[src/rtl/ppx_pkg.sv]
// ppx_pkg: shared definitions for the pulse-per-X tick tracker.
//   PPX_DEFAULT_CLK_FREQ : default expected period (cycles) when xcount == 0
//   REC_W / *_LSB / *_BIT : layout of a 66-bit tick record
//   ppx_state_e           : tracker state (IDLE, ACQ, TRACK)
//   ppx_pack()            : assembles a record from its fields
package ppx_pkg;

    localparam logic [31:0] PPX_DEFAULT_CLK_FREQ = 32'd10_000_000;

    localparam int unsigned REC_W     = 66;
    localparam int unsigned IDX_LSB   = 0;
    localparam int unsigned PER_LSB   = 32;
    localparam int unsigned EARLY_BIT = 64;
    localparam int unsigned LATE_BIT  = 65;

    typedef enum logic [1:0] {
        IDLE,
        ACQ,
        TRACK
    } ppx_state_e;

    function automatic logic [REC_W-1:0] ppx_pack(
        input logic [31:0] period,
        input logic [31:0] idx,
        input logic        early,
        input logic        late
    );
        logic [REC_W-1:0] r;
        r                 = '0;
        r[IDX_LSB +: 32]  = idx;
        r[PER_LSB +: 32]  = period;
        r[EARLY_BIT]      = early;
        r[LATE_BIT]       = late;
        return r;
    endfunction

endpackage

[src/rtl/ppx_record_fifo.sv]
// ppx_record_fifo: synchronous FIFO for tick records.
//   clk, reset : clock, synchronous active-high reset (flushes pointers)
//   push/wdata : write request and data; accepted when not full, or when
//                full and a pop happens in the same cycle
//   pop        : read request; ignored when empty
//   rdata      : head entry, read straight from the storage flops, so it is
//                stable until popped; a push into an empty FIFO shows up on
//                the next cycle
//   full/empty : occupancy flags derived from the registered count
module ppx_record_fifo
    import ppx_pkg::*;
#(
    parameter int unsigned DEPTH_LOG2 = 2,
    parameter int unsigned WIDTH      = REC_W
) (
    input  logic             clk,
    input  logic             reset,
    input  logic             push,
    input  logic [WIDTH-1:0] wdata,
    input  logic             pop,
    output logic [WIDTH-1:0] rdata,
    output logic             full,
    output logic             empty
);

    localparam int unsigned         DEPTH     = 1 << DEPTH_LOG2;
    localparam logic [DEPTH_LOG2:0] DEPTH_CNT = (DEPTH_LOG2+1)'(DEPTH);

    logic [WIDTH-1:0]      mem_q [DEPTH];
    logic [WIDTH-1:0]      mem_d [DEPTH];
    logic [DEPTH_LOG2-1:0] wr_ptr_q, wr_ptr_d;
    logic [DEPTH_LOG2-1:0] rd_ptr_q, rd_ptr_d;
    logic [DEPTH_LOG2:0]   count_q,  count_d;
    logic                  wr_en, rd_en;

    assign full  = (count_q == DEPTH_CNT);
    assign empty = (count_q == '0);
    assign rdata = mem_q[rd_ptr_q];

    always_comb begin
        rd_en    = pop && !empty;
        wr_en    = push && (!full || rd_en);
        mem_d    = mem_q;
        wr_ptr_d = wr_ptr_q;
        rd_ptr_d = rd_ptr_q;
        count_d  = count_q;
        if (wr_en) begin
            mem_d[wr_ptr_q] = wdata;
            wr_ptr_d        = wr_ptr_q + 1'b1;
        end
        if (rd_en) begin
            rd_ptr_d = rd_ptr_q + 1'b1;
        end
        case ({wr_en, rd_en})
            2'b10:   count_d = count_q + 1'b1;
            2'b01:   count_d = count_q - 1'b1;
            default: count_d = count_q;
        endcase
    end

    // Storage is not reset; the pointers alone define what is valid.
    always_ff @(posedge clk) begin
        mem_q <= mem_d;
    end

    always_ff @(posedge clk) begin
        if (reset) begin
            wr_ptr_q <= '0;
            rd_ptr_q <= '0;
            count_q  <= '0;
        end else begin
            wr_ptr_q <= wr_ptr_d;
            rd_ptr_q <= rd_ptr_d;
            count_q  <= count_d;
        end
    end

endmodule

[src/rtl/ppx_tick_tracker.sv]
// ppx_tick_tracker: edge-detects the ppx strobe, measures the period between
// rising edges, checks it against the expected period and tracks lock.
// One record per edge is queued on a valid/ready stream.
//   clk, reset   : clock, synchronous active-high reset
//   ppx          : pulse from the generator (any width)
//   xcount       : expected period in cycles, 0 selects CLK_FREQ
//   clear_stats  : strobe clearing tick_count and overflow
//   m_tdata      : {period, tick_index}
//   m_tuser      : {late, early}
//   m_tvalid/m_tready : output stream handshake
//   locked       : tracker is in TRACK
//   overflow     : sticky, a record was dropped on a full FIFO
//   tick_count   : rising edges since reset / clear_stats
module ppx_tick_tracker
    import ppx_pkg::*;
#(
    parameter logic [31:0] CLK_FREQ        = PPX_DEFAULT_CLK_FREQ,
    parameter logic [31:0] TOL             = 32'd16,
    parameter logic [3:0]  LOCK_COUNT      = 4'd3,
    parameter int unsigned FIFO_DEPTH_LOG2 = 2
) (
    input  logic        clk,
    input  logic        reset,
    input  logic        ppx,
    input  logic [31:0] xcount,
    input  logic        clear_stats,
    output logic [63:0] m_tdata,
    output logic [1:0]  m_tuser,
    output logic        m_tvalid,
    input  logic        m_tready,
    output logic        locked,
    output logic        overflow,
    output logic [31:0] tick_count
);

    ppx_state_e   state_q, state_d;
    logic         ppx_d_q;
    logic [31:0]  period_cnt_q, period_cnt_d;
    logic [3:0]   good_cnt_q, good_cnt_d;
    logic [31:0]  tick_count_q, tick_count_d;
    logic         overflow_q, overflow_d;

    logic             rise;
    logic [31:0]      exp_per;
    logic [32:0]      exp_hi;
    logic             early, late, in_tol;
    logic [31:0]      idx;
    logic [REC_W-1:0] rec;
    logic [REC_W-1:0] fifo_rdata;
    logic             fifo_full, fifo_empty, pop;
    logic [3:0]       good_inc;

    assign m_tvalid   = !fifo_empty;
    assign pop        = m_tvalid && m_tready;
    assign m_tdata    = fifo_rdata[63:0];
    assign m_tuser    = {fifo_rdata[LATE_BIT], fifo_rdata[EARLY_BIT]};
    assign locked     = (state_q == TRACK);
    assign overflow   = overflow_q;
    assign tick_count = tick_count_q;

    always_comb begin
        rise     = ppx && !ppx_d_q;
        exp_per  = (xcount == '0) ? CLK_FREQ : xcount;
        exp_hi   = {1'b0, exp_per} + {1'b0, TOL};
        early    = (exp_per > TOL) && (period_cnt_q < (exp_per - TOL));
        late     = ({1'b0, period_cnt_q} > exp_hi);
        in_tol   = !early && !late;
        idx      = clear_stats ? '0 : tick_count_q;
        good_inc = good_cnt_q + 4'd1;

        // The first edge after reset has no reference, so it reports P=0.
        if (state_q == IDLE) begin
            rec = ppx_pack('0, idx, 1'b0, 1'b0);
        end else begin
            rec = ppx_pack(period_cnt_q, idx, early, late);
        end

        if (rise) begin
            period_cnt_d = 32'd1;
        end else if (period_cnt_q == '1) begin
            period_cnt_d = period_cnt_q;
        end else begin
            period_cnt_d = period_cnt_q + 32'd1;
        end

        tick_count_d = clear_stats ? '0 : tick_count_q;
        overflow_d   = clear_stats ? 1'b0 : overflow_q;
        if (rise) begin
            tick_count_d = idx + 32'd1;
            if (fifo_full && !pop) begin
                overflow_d = 1'b1;
            end
        end

        state_d    = state_q;
        good_cnt_d = good_cnt_q;
        case (state_q)
            IDLE: begin
                if (rise) begin
                    state_d = ACQ;
                end
            end
            ACQ: begin
                if (rise) begin
                    if (in_tol) begin
                        good_cnt_d = good_inc;
                        if (good_inc >= LOCK_COUNT) begin
                            state_d = TRACK;
                        end
                    end else begin
                        good_cnt_d = '0;
                    end
                end
            end
            TRACK: begin
                // A missing edge is declared once the count reaches E+TOL.
                if ((rise && !in_tol) ||
                    (!rise && ({1'b0, period_cnt_q} == exp_hi))) begin
                    state_d    = ACQ;
                    good_cnt_d = '0;
                end
            end
            default: begin
                state_d    = IDLE;
                good_cnt_d = '0;
            end
        endcase
    end

    always_ff @(posedge clk) begin
        if (reset) begin
            state_q      <= IDLE;
            ppx_d_q      <= 1'b1;
            period_cnt_q <= '0;
            good_cnt_q   <= '0;
            tick_count_q <= '0;
            overflow_q   <= 1'b0;
        end else begin
            state_q      <= state_d;
            ppx_d_q      <= ppx;
            period_cnt_q <= period_cnt_d;
            good_cnt_q   <= good_cnt_d;
            tick_count_q <= tick_count_d;
            overflow_q   <= overflow_d;
        end
    end

    ppx_record_fifo #(
        .DEPTH_LOG2 (FIFO_DEPTH_LOG2),
        .WIDTH      (REC_W)
    ) u_fifo (
        .clk   (clk),
        .reset (reset),
        .push  (rise),
        .wdata (rec),
        .pop   (pop),
        .rdata (fifo_rdata),
        .full  (fifo_full),
        .empty (fifo_empty)
    );

endmodule

[config.mk]
export PLATFORM = sky130hd
export DESIGN_NAME = ppx_tick_tracker
export DESIGN_NICKNAME = d
export VERILOG_FILES = /design/src/rtl/ppx_pkg.sv /design/src/rtl/ppx_record_fifo.sv /design/src/rtl/ppx_tick_tracker.sv
export SDC_FILE = /design/constraint.sdc
export NUM_CORES = 1
export LEC_CHECK = 0
export CORE_UTILIZATION = 35
export DETAILED_ROUTE_END_ITERATION = 7
export GPL_ROUTABILITY_DRIVEN = 0
export SETUP_SLACK_MARGIN = 0.15
export SKIP_LAST_GASP = 1
export SLEW_MARGIN = 5
export SYNTH_ARGS = -nofsm -noshare
export SYNTH_HDL_FRONTEND = slang
export SYNTH_SLANG_ARGS = --single-unit
[constraint.sdc]
create_clock -name clk -period 14.3 [get_ports clk]
set_input_delay 4.29 -clock clk [delete_from_list [all_inputs] [get_ports clk]]
set_output_delay 4.29 -clock clk [all_outputs]
set_load 0.01 [all_outputs]
==> flow_summary.ini <==
[min_path]
hp-class = flop to flop

[clock_network]
clock_sinks = 343
cts_hold_buf = 0
cts_made_buffers = 36
postCtsSetupBuffers = 0
clk_pin_slew_ns = 0.06
clockBufferDepth = 3
root_buffer = clkbuf_16
cts_tree = done
clock_latency_ns = 0.51
htreeDepth = 2
ctsResizeCount = 0

[power]
power.total_mw = 2.39
powerDensity_mw_per_mm2 = 123
p_leak_nw = 6.69
vdd_ir_drop_max_mv = 0.0793

[detailed_routing]
top_layer_used = met4
firstDrtPassIters = 5
wl_met3_um = 1420
drt_iter0_drc = 570
dr_wl_met2_um = 17700
dr_total_vias = 9955
wl_um = 36400
drc = 0
wire_per_inst_um = 18.5
ant_nets = 0
wl_met1_um = 16400
avgViaCountPerCell = 5.05

[sta]
worst_pin_slew_ns = 1.12
setup_viol = 0
finalMaxSlewViolations = 0
setup_tns_ns = 0
skew_ns = 0.0205
max_freq_mhz = 114
period_share = 0.614
final_hold_viol_count = 0
rsz0062_at_grt = no
slew_headroom = 0.252
fin_crit_ns = 8.77

[floorplanning]
die_h_um = 217
core-area_mm2 = 0.0456
rows = 78
start_util = 0.356
die_x_um = 217
ios = 138
dieArea_mm2 = 0.0472

[logic_synthesis]
synth-simple-area-share = 0.149
ys_ff_latch = 343
ys_warn_count = 0
syn_avg_cell_area_um2 = 13.4
syn_inst = 1207
syn-num-nets = 1316
synth.distinct_cells = 68
synth.area.mux_share = 0.0936
synth_compound_gate_area_share = 0.0360
synthAdderAreaFrac = 0.0560
yosysSeqAreaShare = 0.586
synth_top_family_by_area = simple AND/OR/NAND/NOR gates
synthFlopType = edfxtp_1
async_flop_share = 0
synthXorXnorAreaFrac = 0.0573
syn_area_mm2 = 0.0162
synth_edf_count = 264

[setup_path]
critPathRequiredTime_ns = 14.68
crit_arrival_ns = 9.15
end_kind = flop
start_kind = input port
path_class = input port to flop
worstPathMaxFanout = 10

[placement]
hpwlAfterDp_um = 24700
place_area_mm2 = 0.0182
port_buffers = 137

[layout]
antennaDiodeCount = 0
num-nets-final = 1453
stdcell_area_mm2 = 0.0194
drive_above_1_share = 0.123
area_delta_synth_final_pct = 19.5
final_core_util = 0.425
nFillCells = 4197

[flow_run]
drv_cap = 0

[global_route]
grt_pass1_vias = 9910
track_usage = 0.154
antenna_found_initial = 0
grt_max_degree = 68
grt_pass1_wl_um = 56700
grt-ovfl-total = 0

[status]
run_status = finished clean
[where the power goes]
part	internal [mW]	switching, mW	total (mW)
registers	1.07	0.0292	1.10
logic	0.209	0.153	0.362
clock network	0.554	0.372	0.926
[worst paths after layout]
check                           slack [ns]  depth (start not counted)             end           from
worst max register to register       11.20                          9  tick_count[26]  tick_count[0]
worst min register to register        0.49                          2   good_cnt_q[3]  good_cnt_q[3]
worst max-delay path                  5.53                         17   good_cnt_q[0]     xcount[11]
worst min-delay path                  0.49                          2   good_cnt_q[3]  good_cnt_q[3]
[worst max-delay path: stages]
cell             delay (ns)
clkdlybuf4s50_1        0.64
nor4_4                 0.44
nand4b_1               0.20
nor4_4                 0.27
nand2_4                0.14
a21o_4                 0.26
a211oi_4               0.30
nand4_1                0.15
xor2_1                 0.18
ha_1                   0.30
nand4_1                0.15
or4_1                  0.57
nor4b_1                0.41
a31o_1                 0.31
inv_1                  0.09
a211oi_2               0.29
o22ai_1                0.13
[per-layer routing]
layer,global-route usage,vias to the layer above
met5,0,-
met4,0.0448,0
met3,0.0210,45
met2,0.264,226
met1,0.203,4923
li1,-,4761
[layout make-up]
class                   count  area, um2  share of cell area
multi-input cells         782       6360               0.328
inverters                  36        135             0.00697
flip-flops and latches    343       9520               0.491
clock buffers              48       1010              0.0520
repair buffers            145       1430              0.0736
clock inverters            17        179             0.00923
well taps                 600        751              0.0387
[cells in the final DEF (no fill, tap or decap), types with 3 or more instances in the layout]
master / n
o21ai_0: 28
nor3b_1: 3
mux4_2: 66
dfxtp_1: 77
nand3_1: 44
nor2b_1: 57
nand4_1: 20
clkinv_2: 9
bufinv_16: 3
and2_4: 4
ha_1: 71
nor4_2: 5
buf_4: 8
nor4_1: 7
clkbuf_1: 8
nand2_1: 68
xnor2_1: 47
nand3b_1: 6
nor3_1: 19
a21oi_1: 42
nand2b_1: 18
o211ai_1: 3
xor2_1: 59
or2_2: 3
and4_1: 10
and2_1: 7
nor2_1: 118
inv_1: 36
and3_1: 13
nor4_4: 5
clkbuf_16: 38
or3_1: 11
a211oi_1: 4
edfxtp_1: 264
clkdlybuf4s50_1: 136
nor3_2: 5
[registers in the layout (all words and copies together) (netlist names), 2 cells and up]
signal           flops
u_fifo.mem_q       264
u_fifo.wr_ptr_q      2
u_fifo.count_q       3
tick_count          32
u_fifo.rd_ptr_q      2
state_q              2
good_cnt_q           4
period_cnt_q        32
[stage by stage]
| stage | hold WS (ns) | cells | setup slack (ns) |
|---|---|---|---|
| floorplan | 0.462 | 1207 | 6.22 |
| global placement | 0.478 | 1906 | 5.16 |
| detailed placement | 0.491 | 1906 | 5.02 |
| CTS | 0.501 | 1971 | 5.55 |
| global route | 0.514 | 1971 | 5.14 |
| finish | 0.495 | 1971 | 5.53 |
[cells by family (layout without fill, tap and decap cells)]
group,after synthesis,after routing
mux,69,69
fa+ha+maj,72,72
compound gates,96,96
xor+xnor,106,106
flops,343,343
simple gates,439,439
buf+inv,82,246
[Yosys cell counts (all sizes together), types with 3 or more instances]
cell,count,area share
a211oi,6,0.0039
a21oi,42,0.013
and2,11,0.0042
and3,13,0.0050
and4,11,0.0061
buf,19,0.0073
clkbuf,27,0.0063
dfxtp,79,0.098
edfxtp,264,0.49
ha,71,0.055
inv,36,0.0083
mux4,66,0.092
nand2,70,0.017
nand2b,18,0.0069
nand3,45,0.015
nand3b,6,0.0028
nand4,20,0.0077
nor2,120,0.028
nor2b,57,0.022
nor3,24,0.0090
nor3b,3,0.0014
nor4,17,0.013
o211ai,3,0.0014
o21ai,29,0.0092
or2,3,0.0012
or3,11,0.0042
xnor2,47,0.025
xor2,59,0.032
Note: power is estimated with default switching activity, not from simulation.
